### src/rtl/hack_exec_ctrl_if.sv
// hack_exec_ctrl_if
// Bundles every non-clock, non-reset signal of the Hack execute controller:
//   instruction handshake : instr, instr_valid, instr_ready
//   memory bus            : in_m, mem_ack, out_m, write_m, address_m
//   ALU connection        : alu_x, alu_y, alu_ctl, alu_out, alu_zr, alu_ng
//   status                : pc, halted
// modport master : the execute controller
// modport slave  : everything around it (fetch unit, memory, ALU)
interface hack_exec_ctrl_if;
    logic [15:0] instr;
    logic        instr_valid;
    logic        instr_ready;
    logic [15:0] in_m;
    logic        mem_ack;
    logic [15:0] out_m;
    logic        write_m;
    logic [14:0] address_m;
    logic [14:0] pc;
    logic [15:0] alu_x;
    logic [15:0] alu_y;
    logic [5:0]  alu_ctl;
    logic [15:0] alu_out;
    logic        alu_zr;
    logic        alu_ng;
    logic        halted;

    modport master (
        input  instr, instr_valid, in_m, mem_ack, alu_out, alu_zr, alu_ng,
        output instr_ready, out_m, write_m, address_m, pc,
               alu_x, alu_y, alu_ctl, halted
    );

    modport slave (
        output instr, instr_valid, in_m, mem_ack, alu_out, alu_zr, alu_ng,
        input  instr_ready, out_m, write_m, address_m, pc,
               alu_x, alu_y, alu_ctl, halted
    );
endinterface

### src/rtl/hack_exec_ctrl.sv
// hack_exec_ctrl
// Multi-cycle execute controller for the 16-bit Hack CPU. Holds A, D, PC and
// the instruction register, drives an external ALU and commits its result.
// Sequence: FETCH (accept instr) -> EXEC (ALU evaluates, commit at edge)
//           -> optional WRITE (hold memory write until mem_ack) -> FETCH.
// Ports:
//   clk   : rising-edge clock
//   reset : asynchronous, active-high
//   bus   : hack_exec_ctrl_if.master (handshake, memory bus, ALU, pc, halted)
// Optional feature macro: HACK_HALT_DETECT_EN
//   When defined, a "@here; 0;JMP" style self-loop (A-instruction pointing at
//   itself followed by an unconditional jump) parks the controller in HALT
//   until reset. When undefined, halted is tied low and HALT does not exist.
module hack_exec_ctrl (
    input  logic             clk,
    input  logic             reset,
    hack_exec_ctrl_if.master bus
);

`ifdef HACK_HALT_DETECT_EN
    typedef enum logic [1:0] {
        ST_FETCH = 2'd0,
        ST_EXEC  = 2'd1,
        ST_WRITE = 2'd2,
        ST_HALT  = 2'd3
    } state_t;
`else
    typedef enum logic [1:0] {
        ST_FETCH = 2'd0,
        ST_EXEC  = 2'd1,
        ST_WRITE = 2'd2
    } state_t;
`endif

    state_t      state_r, state_nx;
    logic [15:0] a_r, a_nx;
    logic [15:0] d_r, d_nx;
    logic [14:0] pc_r, pc_nx;
    logic [15:0] ir_r, ir_nx;
    logic [15:0] out_m_r, out_m_nx;
    logic        write_m_r, write_m_nx;
    logic        prev_a_r, prev_a_nx;
    // A as it was before the EXEC commit; the write target even when d1 reloads A
    logic [14:0] wr_addr_r, wr_addr_nx;
    logic        jump_taken;
`ifdef HACK_HALT_DETECT_EN
    // Halt detected on an M-writing instruction; taken once WRITE finishes
    logic        halt_pend_r, halt_pend_nx;
    logic        halt_hit;
`endif

    // Jump decision from the ALU flags of the instruction in IR
    assign jump_taken = (ir_r[2] & bus.alu_ng) |
                        (ir_r[1] & bus.alu_zr) |
                        (ir_r[0] & ~bus.alu_ng & ~bus.alu_zr);

`ifdef HACK_HALT_DETECT_EN
    // Self-loop: previous instruction loaded A with the address of itself
    assign halt_hit = ir_r[15] & (ir_r[2:0] == 3'b111) & prev_a_r &
                      (a_r[14:0] == (pc_r - 15'd1));
    assign bus.halted = (state_r == ST_HALT);
`else
    assign bus.halted = 1'b0;
`endif

    assign bus.instr_ready = (state_r == ST_FETCH);
    assign bus.pc          = pc_r;
    assign bus.out_m       = out_m_r;
    assign bus.write_m     = write_m_r;
    assign bus.address_m   = (state_r == ST_WRITE) ? wr_addr_r : a_r[14:0];
    assign bus.alu_x       = d_r;
    assign bus.alu_y       = ir_r[12] ? bus.in_m : a_r;
    assign bus.alu_ctl     = ir_r[11:6];

    // State register and architectural registers
    always_ff @(posedge clk or posedge reset) begin
        if (reset) begin
            state_r     <= ST_FETCH;
            a_r         <= 16'h0000;
            d_r         <= 16'h0000;
            pc_r        <= 15'h0000;
            ir_r        <= 16'h0000;
            out_m_r     <= 16'h0000;
            write_m_r   <= 1'b0;
            prev_a_r    <= 1'b0;
            wr_addr_r   <= 15'h0000;
`ifdef HACK_HALT_DETECT_EN
            halt_pend_r <= 1'b0;
`endif
        end else begin
            state_r     <= state_nx;
            a_r         <= a_nx;
            d_r         <= d_nx;
            pc_r        <= pc_nx;
            ir_r        <= ir_nx;
            out_m_r     <= out_m_nx;
            write_m_r   <= write_m_nx;
            prev_a_r    <= prev_a_nx;
            wr_addr_r   <= wr_addr_nx;
`ifdef HACK_HALT_DETECT_EN
            halt_pend_r <= halt_pend_nx;
`endif
        end
    end

    // Next-state and commit logic
    always_comb begin
        state_nx     = state_r;
        a_nx         = a_r;
        d_nx         = d_r;
        pc_nx        = pc_r;
        ir_nx        = ir_r;
        out_m_nx     = out_m_r;
        write_m_nx   = write_m_r;
        prev_a_nx    = prev_a_r;
        wr_addr_nx   = wr_addr_r;
`ifdef HACK_HALT_DETECT_EN
        halt_pend_nx = halt_pend_r;
`endif
        case (state_r)
            ST_FETCH: begin
                if (bus.instr_valid) begin
                    ir_nx    = bus.instr;
                    state_nx = ST_EXEC;
                end else begin
                    state_nx = ST_FETCH;
                end
            end
            ST_EXEC: begin
                if (!ir_r[15]) begin
                    a_nx      = {1'b0, ir_r[14:0]};
                    pc_nx     = pc_r + 15'd1;
                    prev_a_nx = 1'b1;
                    state_nx  = ST_FETCH;
                end else begin
                    if (ir_r[5]) begin
                        a_nx = bus.alu_out;
                    end else begin
                        a_nx = a_r;
                    end
                    if (ir_r[4]) begin
                        d_nx = bus.alu_out;
                    end else begin
                        d_nx = d_r;
                    end
                    // Target is the pre-commit A, never the freshly loaded one
                    pc_nx     = jump_taken ? a_r[14:0] : (pc_r + 15'd1);
                    prev_a_nx = 1'b0;
                    if (ir_r[3]) begin
                        out_m_nx     = bus.alu_out;
                        write_m_nx   = 1'b1;
                        wr_addr_nx   = a_r[14:0];
`ifdef HACK_HALT_DETECT_EN
                        halt_pend_nx = halt_hit;
`endif
                        state_nx     = ST_WRITE;
                    end else begin
`ifdef HACK_HALT_DETECT_EN
                        state_nx = halt_hit ? ST_HALT : ST_FETCH;
`else
                        state_nx = ST_FETCH;
`endif
                    end
                end
            end
            ST_WRITE: begin
                if (bus.mem_ack) begin
                    write_m_nx   = 1'b0;
`ifdef HACK_HALT_DETECT_EN
                    halt_pend_nx = 1'b0;
                    state_nx     = halt_pend_r ? ST_HALT : ST_FETCH;
`else
                    state_nx     = ST_FETCH;
`endif
                end else begin
                    state_nx = ST_WRITE;
                end
            end
`ifdef HACK_HALT_DETECT_EN
            ST_HALT: begin
                state_nx = ST_HALT;
            end
`endif
            default: begin
                state_nx = ST_FETCH;
            end
        endcase
    end

endmodule

### src/flat_wrapper.sv
// flat-port wrapper written by rule: the top's interface ports become plain ports
module hack_exec_ctrl_flat 
  (clk, reset, bus_instr, bus_instr_valid, bus_in_m, bus_mem_ack, bus_alu_out, bus_alu_zr, bus_alu_ng, bus_instr_ready, bus_out_m, bus_write_m, bus_address_m, bus_pc, bus_alu_x, bus_alu_y, bus_alu_ctl, bus_halted);
  hack_exec_ctrl_if bus_i ();
  input  logic clk;
  input  logic reset;
  input wire logic [$bits(bus_i.instr)-1:0] bus_instr;
  input wire logic [$bits(bus_i.instr_valid)-1:0] bus_instr_valid;
  input wire logic [$bits(bus_i.in_m)-1:0] bus_in_m;
  input wire logic [$bits(bus_i.mem_ack)-1:0] bus_mem_ack;
  input wire logic [$bits(bus_i.alu_out)-1:0] bus_alu_out;
  input wire logic [$bits(bus_i.alu_zr)-1:0] bus_alu_zr;
  input wire logic [$bits(bus_i.alu_ng)-1:0] bus_alu_ng;
  output wire logic [$bits(bus_i.instr_ready)-1:0] bus_instr_ready;
  output wire logic [$bits(bus_i.out_m)-1:0] bus_out_m;
  output wire logic [$bits(bus_i.write_m)-1:0] bus_write_m;
  output wire logic [$bits(bus_i.address_m)-1:0] bus_address_m;
  output wire logic [$bits(bus_i.pc)-1:0] bus_pc;
  output wire logic [$bits(bus_i.alu_x)-1:0] bus_alu_x;
  output wire logic [$bits(bus_i.alu_y)-1:0] bus_alu_y;
  output wire logic [$bits(bus_i.alu_ctl)-1:0] bus_alu_ctl;
  output wire logic [$bits(bus_i.halted)-1:0] bus_halted;
  assign bus_i.instr = bus_instr;
  assign bus_i.instr_valid = bus_instr_valid;
  assign bus_i.in_m = bus_in_m;
  assign bus_i.mem_ack = bus_mem_ack;
  assign bus_i.alu_out = bus_alu_out;
  assign bus_i.alu_zr = bus_alu_zr;
  assign bus_i.alu_ng = bus_alu_ng;
  assign bus_instr_ready = bus_i.instr_ready;
  assign bus_out_m = bus_i.out_m;
  assign bus_write_m = bus_i.write_m;
  assign bus_address_m = bus_i.address_m;
  assign bus_pc = bus_i.pc;
  assign bus_alu_x = bus_i.alu_x;
  assign bus_alu_y = bus_i.alu_y;
  assign bus_alu_ctl = bus_i.alu_ctl;
  assign bus_halted = bus_i.halted;
  hack_exec_ctrl u_core (.clk(clk), .reset(reset), .bus(bus_i));
endmodule
### config.mk
export PLATFORM = sky130hd
export DESIGN_NAME = hack_exec_ctrl_flat
export DESIGN_NICKNAME = d
export VERILOG_FILES = /design/src/rtl/hack_exec_ctrl_if.sv /design/src/rtl/hack_exec_ctrl.sv /design/src/flat_wrapper.sv
export SDC_FILE = /design/constraint.sdc
export NUM_CORES = 1
export LEC_CHECK = 0
export ABC_AREA = 0
export ABC_CLOCK_PERIOD_IN_PS = 3600
export CORE_UTILIZATION = 46
export DETAILED_ROUTE_END_ITERATION = 6
export GPL_TIMING_DRIVEN = 0
export HOLD_SLACK_MARGIN = 0.08
export PLACE_DENSITY = 0.79
export SYNTH_ARGS = -nofsm -noshare
export SYNTH_HDL_FRONTEND = slang
export SYNTH_SLANG_ARGS = --single-unit
export TNS_END_PERCENT = 5
### constraint.sdc
create_clock -name clk -period 3.6 [get_ports clk]
set_input_delay 0.72 -clock clk [delete_from_list [all_inputs] [get_ports clk]]
set_output_delay 0.72 -clock clk [all_outputs]
set_load 0.01 [all_outputs]
======== Word level (Yosys, flattened, before mapping) ========
Cells that the tools add are included.
cells by class
  add/sub/neg operators ................... 1
  $mul .................................... 0
  divide/modulo/power cells ............... 0
  order comparisons ....................... 0
  equality and inequality tests ........... 6
  shift-type cells ........................ 0
  muxes and demuxes ....................... 15
  bitwise operators ....................... 8
  reductions and logical operators ........ 7
operators by type and width
  kind                                                 count
  2-to-1 mux 16 bit                                    3
  2-to-1 mux 15 bit                                    3
  adder 15 x 1 -> 15 bit, second input constant        1
  2-to-1 mux 2 bit                                     3
  one-hot mux 2 bit (3 select lines)                   1
  AND reduction 3 bit                                  2
  bitwise AND 1 bit                                    4
  2-to-1 mux 1 bit                                     4
  != test 2 x 1 -> 1 bit, second input constant        2
  != test 2 bit, second input constant                 2
  AND reduction 2 bit                                  2
  AND reduction 4 bit                                  1
  equality test 2 x 1 -> 1 bit, second input constant  1
  equality test 2 bit, second input constant           1
  logical NOT 2 bit                                    1
  inverter 1 bit                                       2
  OR 1 bit                                             2
  one-hot mux 1 bit (2 select lines)                   1
  nonzero test 2 bit                                   1
word-level totals
  flip-flop bits (word level) ............. 97
  bits in latches ......................... 0
  bits in writable memories ............... 0
  memory bits (read-only) ................. 0
  input bits .............................. 54
  output and inout bits ................... 87
  word-level logic and storage cells ...... 45
  memories ................................ 0

======== Longest topological paths before layout ========
Gate-level depths: netlist of the first run.
  word-level depth ........................ 6
  mapped depth ............................ 6
  gate-level depth less buffers ........... 5

======== Least setup slack after synthesis of the first run ========
No wires, ideal clock.
  path type ............................... register -> output
  start ................................... register u_core.state_r[0]
  end ..................................... output bus_address_m[10]
  data arrival time ....................... 1.254 ns
  required time ........................... 2.880 ns
  slack ................................... 1.626 ns
  stages on the path, launching flop included .. 5
  path buffers ............................ 2
  path through ............................ dfrtp_1 nor2b_1 buf_2 buf_2 mux2_2
on the way
  word-level cells in the longest chain between the ends .. 2
RTL lines
  element                   RTL line              text
  start: declaration        hack_exec_ctrl.sv:35  state_t state_r, state_nx;
  start signal: assignment  hack_exec_ctrl.sv:91  state_r <= state_nx;
  equality test 2 bit       hack_exec_ctrl.sv:70  assign bus.address_m = (state_r == ST_WRITE) ? wr_addr_r : a_r[14:0];
  2-to-1 mux 15 bit         hack_exec_ctrl.sv:70
  end: declaration          flat_wrapper.sv:17    output wire logic [$bits(bus_i.address_m)-1:0] bus_address_m;
Every way passes these cells.

======== Worst setup path after layout of the first run ========
  start ................................... register u_core.state_r[0]
  end ..................................... output bus_address_m[11]
The elaborated chain is that of the path after synthesis.

==> metrics.cfg, run 1 <==
[grt]
met2_usage_pct=41.5
overflow=0
grt-busiest-layer=met2
grtUsageMet1_pct=29.6
grt_usage_pct=24.5
grt_pass1_vias=3722
grt_pass1_wl_um=19000
grt_use_met3_pct=7.66
antenna_found_initial=0
grt_max_degree=58

[route]
vias_per_cell=5.34
wire_per_inst_um=17.8
vias=3589
wl_um=12000
dr.first_iter.drc_count=117
drc=0
ant_nets=0
first_pass_iters=6

[setup_path]
start_kind=flop
r2r_cells=4
worstReg2RegStart=u_core.state_r[1]$_DFF_PP0_
r2r_end=u_core.bus.pc[2]$_DFFE_PP0P_
worstSetupEndpointType=output port
cp_max_fo=10
crit_required_ns=2.88
critPathKind=reg -> out
cp.arrival_ns=2.31
r2r_setup_slack_ns=1.78

[yosys]
syn_area_um2=4600
synth_edf_count=0
synth_ff_type=dfrtp_1
ys_async_sr_fraction_pct=100
netlist_instances=383
syn_area_per_cell_um2=12.0
ys_ff_latch=97
yosysSeqAreaShare_pct=52.8
synth_nets=438
yosys_warnings=0
synth.distinct_cells=38

[hold_path]
hp-start=u_core.bus.write_m$_DFFE_PP0P_
hp-class=reg -> reg
whs_endpoint=u_core.bus.write_m$_DFFE_PP0P_
whs_path_depth=2

[clock_tree]
hold_buffers=0
cts-root-buf=clkbuf_8
htreeDepth=3
cts_tree=done
clk_latency_ns=0.36
cts_setup_buffers=0
clk_path_buf_depth=2
clk_pin_slew_ns=0.10
cts.sinks=97
ctsResizeCount=0
cts_made_buffers=9

[finish]
syn2layout_area_growth_pct=39.3
final_nets=589
drive_gt1_share_pct=24.9
post-route-util_pct=65.8
n_antenna_cell=0

[placed_design]
dpl.hpwl_um=9000
io_buffer_count=139
gp_congestion=0.897

[floorplanning]
fp.dieW_um=102
num_rows=36
dieArea_um2=10400
die_h_um=102
io_pins=141
core_um2=9730
start_util_pct=47.3

[power]
p_per_area_nw_per_um2=830
p_clk_share_pct=15.0
internal-power_mw=3.48
cellLeakagePower_nw=2.68
sw_frac_of_total_pct=34.5
ir_worst_vdd_mv=0.395
combinationalPowerShare_pct=47.9
seqPwrFrac_pct=37.1
p_sw_mw=1.83

[sta]
period_minus_slack_ns=3.03
worst_pin_slew_ns=0.723
drv_slew=0
slew_headroom_pct=51.8
setup_viol=0
hold_viol=0
tns_ns=0
skew_ns=0.0115
rsz0062_at_grt=false
fin_crit_sh_pct=84.0
fin_hold_ws_ns=0.490
max_freq_ghz=0.331

[flow_run]
drv_cap=0

[outcome]
status=finished clean

==> Yosys cell counts, types with 2 or more instances <==
cell,instances,area share (%)
o211ai_1,2,0.33
nand4_1,5,0.68
mux2_2,86,21
clkbuf_1,6,0.49
dfrtp_1,97,53
a22oi_1,2,0.33
inv_1,10,0.82
nand3_2,2,0.44
nand3_1,12,1.3
o21ai_0,13,1.4
nand2_1,22,1.8
a2bb2oi_1,8,1.5
o22ai_1,2,0.27
and3_1,5,0.68
and2_1,2,0.27
a21oi_1,25,2.7
nor2_1,17,1.4
and4_1,2,0.38
buf_2,17,1.9
buf_4,7,1.1
mux2i_1,24,5.2
==> worst max path at each step <==
stage | start | endpoint | slack (ns) | cells past startpoint
after global routing | u_core.state_r[0]$_DFF_PP0_ | bus_address_m[11] | 0.44 | 5
after global placement | reset | u_core.bus.alu_x[11]$_DFFE_PP0P_ | -1.06 | 2
final | u_core.state_r[0]$_DFF_PP0_ | bus_address_m[11] | 0.57 | 5
after detailed placement | bus_in_m[14] | bus_alu_y[14] | 0.94 | 3
after floorplan | reset | u_core.a_r[0]$_DFFE_PP0P_ | 0.35 | 1
after CTS | u_core.state_r[0]$_DFF_PP0_ | bus_address_m[11] | 0.55 | 5
==> critical path: stages, from the launching register on <==
cell             delay, ns
dfrtp_1               0.41
nor2b_1               0.11
buf_2                 0.27
buf_2                 0.29
mux2_2                0.36
clkdlybuf4s50_1       0.50
==> logic make-up after synthesis <==
logic type | after synthesis | synth area share, %
fa+ha+maj | 1 | 0.272
mux | 110 | 26.3
simple gates | 75 | 8.19
flops | 97 | 52.8
other cells | 1 | 0.0816
compound gates | 58 | 7.84
buf+inv | 41 | 4.54
==> placed cells by master (no fill, tap or decap), types with 2 or more instances in the layout <==
| master | n |
|---|---|
| o211ai_1 | 2 |
| dfrtp_1 | 97 |
| nor2_1 | 17 |
| a2bb2oi_1 | 8 |
| bufinv_16 | 2 |
| nand2_1 | 22 |
| and4_1 | 2 |
| o22ai_1 | 2 |
| and3_1 | 5 |
| o21ai_0 | 13 |
| inv_1 | 9 |
| nand3_1 | 12 |
| mux2_2 | 86 |
| nand3_2 | 2 |
| clkbuf_1 | 6 |
| mux2i_1 | 24 |
| a22oi_1 | 2 |
| buf_4 | 7 |
| a21oi_1 | 25 |
| clkbuf_8 | 10 |
| and2_1 | 2 |
| buf_2 | 17 |
| nand4_1 | 5 |
| clkdlybuf4s50_1 | 139 |
==> stage by stage <==
step	total power [mW]	cell area, um2	setup slack (ns)	std cells
floorplan	3.22	4600	0.346	383
global placement	4.43	6160	-1.06	655
detailed placement	4.54	6180	0.941	656
CTS	5.36	6410	0.549	672
global route	5.64	6410	0.437	672
finish	5.32	6410	0.575	672
==> layer usage <==
layer	part of all wire, %	vias up
met5	0	-
met4	1.6	0
met3	7.0	18
met2	50	126
met1	41	1780
li1	-	1665
==> area by class of cell <==
type | instances | area (um2)
buffer | 31 | 171
multi-input combinational | 245 | 1960
clock inverter | 6 | 90.1
timing repair buffer | 140 | 1410
fill | 772 | 3320
clock buffer | 10 | 138
inverter | 10 | 40.0
sequential | 97 | 2430
tap | 133 | 166
==> power by group through the flow <==
| stage | Combinational [mW] | Sequential (mW) | Clock [mW] |
|---|---|---|---|
| 4_1_cts | 2.57 | 1.97 | 0.819 |
| 6_report | 2.55 | 1.97 | 0.798 |
| 3_3_place_gp | 2.48 | 1.95 | 0 |
| 3_5_place_dp | 2.55 | 1.99 | 0 |
| 2_1_floorplan | 1.22 | 2.01 | 0 |
| 5_1_grt | 2.75 | 2.04 | 0.854 |
==> flip-flops by register name (all words and copies together), names as in the netlist <==
signal / count
u_core.a_r: 16
u_core.bus.alu_x: 16
u_core.bus.out_m: 16
u_core.ir_r: 16
u_core.bus.pc: 15
u_core.wr_addr_r: 15
u_core.state_r: 2
u_core.bus.write_m: 1
No activity file was read; power rests on OpenSTA's default activity.
==> inputs of run 2 (changes only) <==
Settings changed: ABC_CLOCK_PERIOD_IN_PS 3600 to 2900.
Clock period 3.6 ns to 2.9 ns, I/O delays scaled along.
==> run 2 against run 1 <==
  * First-iteration DRC count increased by 50%
  * Via count increased by 1.1%
  * Clock skew increased by 0.0011 ns
  * Clock power increased by 14%
  * Global-route usage decreased by 0.68 points
  * Die area unchanged
  * Hold slack got worse by 0.0065 ns
  * Sequential power increased by 24%
  * Non-clock buffer count increased by 1
  * Critical path type unchanged
==> metrics.cfg, run 2 (synthesized netlist as in run 1, its figures left out) <==
[route]
vias=3627  ; was 3,589
dr.first_iter.drc_count=175  ; was 117
first_pass_iters=5  ; was 6
drc=0  ; unchanged
wl_um=12000  ; about the same
wire_per_inst_um=17.8  ; about the same
vias_per_cell=5.40  ; was 5.34
ant_nets=0  ; unchanged

[floorplanning]
core_um2=9730  ; unchanged
num_rows=36  ; unchanged
start_util_pct=47.3  ; unchanged
die_h_um=102  ; unchanged
io_pins=141  ; unchanged
fp.dieW_um=102  ; unchanged
dieArea_um2=10400  ; unchanged

[sta]
drv_slew=0  ; unchanged
skew_ns=0.0125  ; was 0.0115 ns
fin_ws_ns=0.0998  ; was 0.575 ns
tns_ns=0  ; unchanged
max_freq_ghz=0.357
fin_crit_sh_pct=96.6
hold_viol=0  ; unchanged
rsz0062_at_grt=false  ; unchanged
setup_viol=0  ; unchanged
period_minus_slack_ns=2.80
slew_headroom_pct=58.7  ; was 51.8%
worst_pin_slew_ns=0.620  ; was 0.723 ns

[hold_path]
whs_endpoint=u_core.bus.write_m$_DFFE_PP0P_  ; unchanged
hp-start=u_core.bus.write_m$_DFFE_PP0P_  ; unchanged
whs_path_depth=2  ; unchanged
hp-class=reg -> reg  ; unchanged

[setup_path]
worstReg2RegStart=u_core.state_r[1]$_DFF_PP0_  ; unchanged
worstSetupEndpointType=output port  ; unchanged
r2r_setup_slack_ns=1.04  ; was 1.78 ns
r2r_end=u_core.bus.pc[4]$_DFFE_PP0P_  ; was u_core.bus.pc[2]$_DFFE_PP0P_
start_kind=flop  ; unchanged
crit_required_ns=2.32  ; was 2.88 ns
cp_max_fo=10  ; unchanged
r2r_cells=4  ; unchanged
cp.arrival_ns=2.22  ; was 2.31 ns
critPathKind=reg -> out  ; unchanged

[grt]
overflow=0  ; unchanged
grt_usage_pct=23.9  ; was 24.5%
grt_max_degree=43  ; was 58
grt_pass1_vias=3590  ; was 3,722
grt_pass1_wl_um=18700  ; was 19,000 um
antenna_found_initial=0  ; unchanged

[outcome]
status=finished clean  ; unchanged

[power]
ir_worst_vdd_mv=0.505  ; was 0.395 mV
cellLeakagePower_nw=2.67  ; was 2.68 nW
p_per_area_nw_per_um2=1020  ; was 830 nW/um2

[placed_design]
dp.cells=657  ; was 656
gp_congestion=0.892  ; was 0.897
io_buffer_count=139  ; unchanged
dpl_cell_area_um2=6200  ; was 6180 um2
dpl.hpwl_um=9060  ; was 9000 um
dp_slack_ns=0.405  ; was 0.941 ns

[clock_tree]
htreeDepth=3  ; unchanged
cts_tree=done  ; unchanged
cts_made_buffers=9  ; unchanged
clk_pin_slew_ns=0.09  ; was 0.10 ns
clk_path_buf_depth=2  ; unchanged
cts.sinks=97  ; unchanged
clk_latency_ns=0.35  ; was 0.36 ns
cts-root-buf=clkbuf_8  ; unchanged
cts_setup_buffers=0  ; unchanged

[finish]
final_common_cell=clkdlybuf4s50_1  ; unchanged
final_cell_mix=139 x clkdlybuf4s50_1, 97 x dfrtp_1, 86 x mux2_2, 25 x a21oi_1, 24 x mux2i_1  ; unchanged
layoutNonFillerInstCount=672  ; unchanged
syn2layout_area_growth_pct=39.3  ; about the same
fin_area_um2=6410  ; about the same
final_nets=590  ; was 589
drive_gt1_share_pct=24.9  ; unchanged
post-route-util_pct=65.9  ; was 65.8%
n_antenna_cell=0  ; unchanged

[flow_run]
drv_cap=0  ; unchanged

run 2: critical path, cell delays in order (launching register included):
cell             delay [ns]
dfrtp_1                0.39
nor2b_1                0.14
clkbuf_4               0.24
clkbuf_4               0.25
mux2_2                 0.37
clkdlybuf4s50_1        0.48
run 2: repair_timing:
action / in CTS / in global routing
hold buffers: 0 / 0
gates resized for setup: 0 / 2
setup endpoints to repair: 0 / 4
run 2: layout make-up:
cell class | count | area, um2
Inverter | 10 | 41.3
Sequential cell | 97 | 2430
Buffer | 31 | 176
Multi-Input combinational cell | 245 | 1960
Fill cell | 801 | 3320
Clock inverter | 4 | 51.3
Timing Repair Buffer | 141 | 1430
Clock buffer | 11 | 151
Tap cell | 133 | 166
run 2: worst max path at each step:
| stage | startpoint | to | slack [ns] | cells past startpoint |
|---|---|---|---|---|
| 2_1_floorplan | u_core.state_r[0]$_DFF_PP0_ | bus_address_m[10] | 1.07 | 4 |
| 3_3_place_gp | reset | u_core.bus.alu_x[9]$_DFFE_PP0P_ | 0.19 | 2 |
| 3_5_place_dp | u_core.state_r[0]$_DFF_PP0_ | bus_address_m[13] | 0.41 | 5 |
| 4_1_cts | u_core.state_r[1]$_DFF_PP0_ | bus_address_m[13] | 0.01 | 5 |
| 5_1_grt | u_core.state_r[1]$_DFF_PP0_ | bus_address_m[13] | 0.02 | 5 |
| 6_report | u_core.state_r[1]$_DFF_PP0_ | bus_address_m[13] | 0.1 | 5 |
run 2: where the power goes:
group / internal [mW] / switching [mW] / leakage, nW
Clock: 0.444 / 0.469 / 0.102
Combinational: 1.85 / 1.31 / 1.46
Sequential: 1.96 / 0.486 / 1.11
run 2: through the flow:
step,hold slack [ns],power (mW)
3_5_place_dp,0.469,5.63
2_1_floorplan,0.450,4.00
4_1_cts,0.489,6.55
5_1_grt,0.515,6.90
3_3_place_gp,0.461,5.50
6_report,0.484,6.53
run 2: per-layer routing:
metal / global-route usage, % / wire length [um] / up-vias
li1: - / - / 1662
met1: 31.3 / 4970 / 1791
met2: 39.8 / 5980 / 160
met3: 6.77 / 878 / 14
met4: 4.62 / 136 / 0
met5: 0 / 0 / -
==> inputs of run 3 (changes only) <==
Settings changed: CTS_CLUSTER_SIZE set to 20.
==> results of run 3 <==
The final DEF is identical to that of run 2; final timing and power are the same.
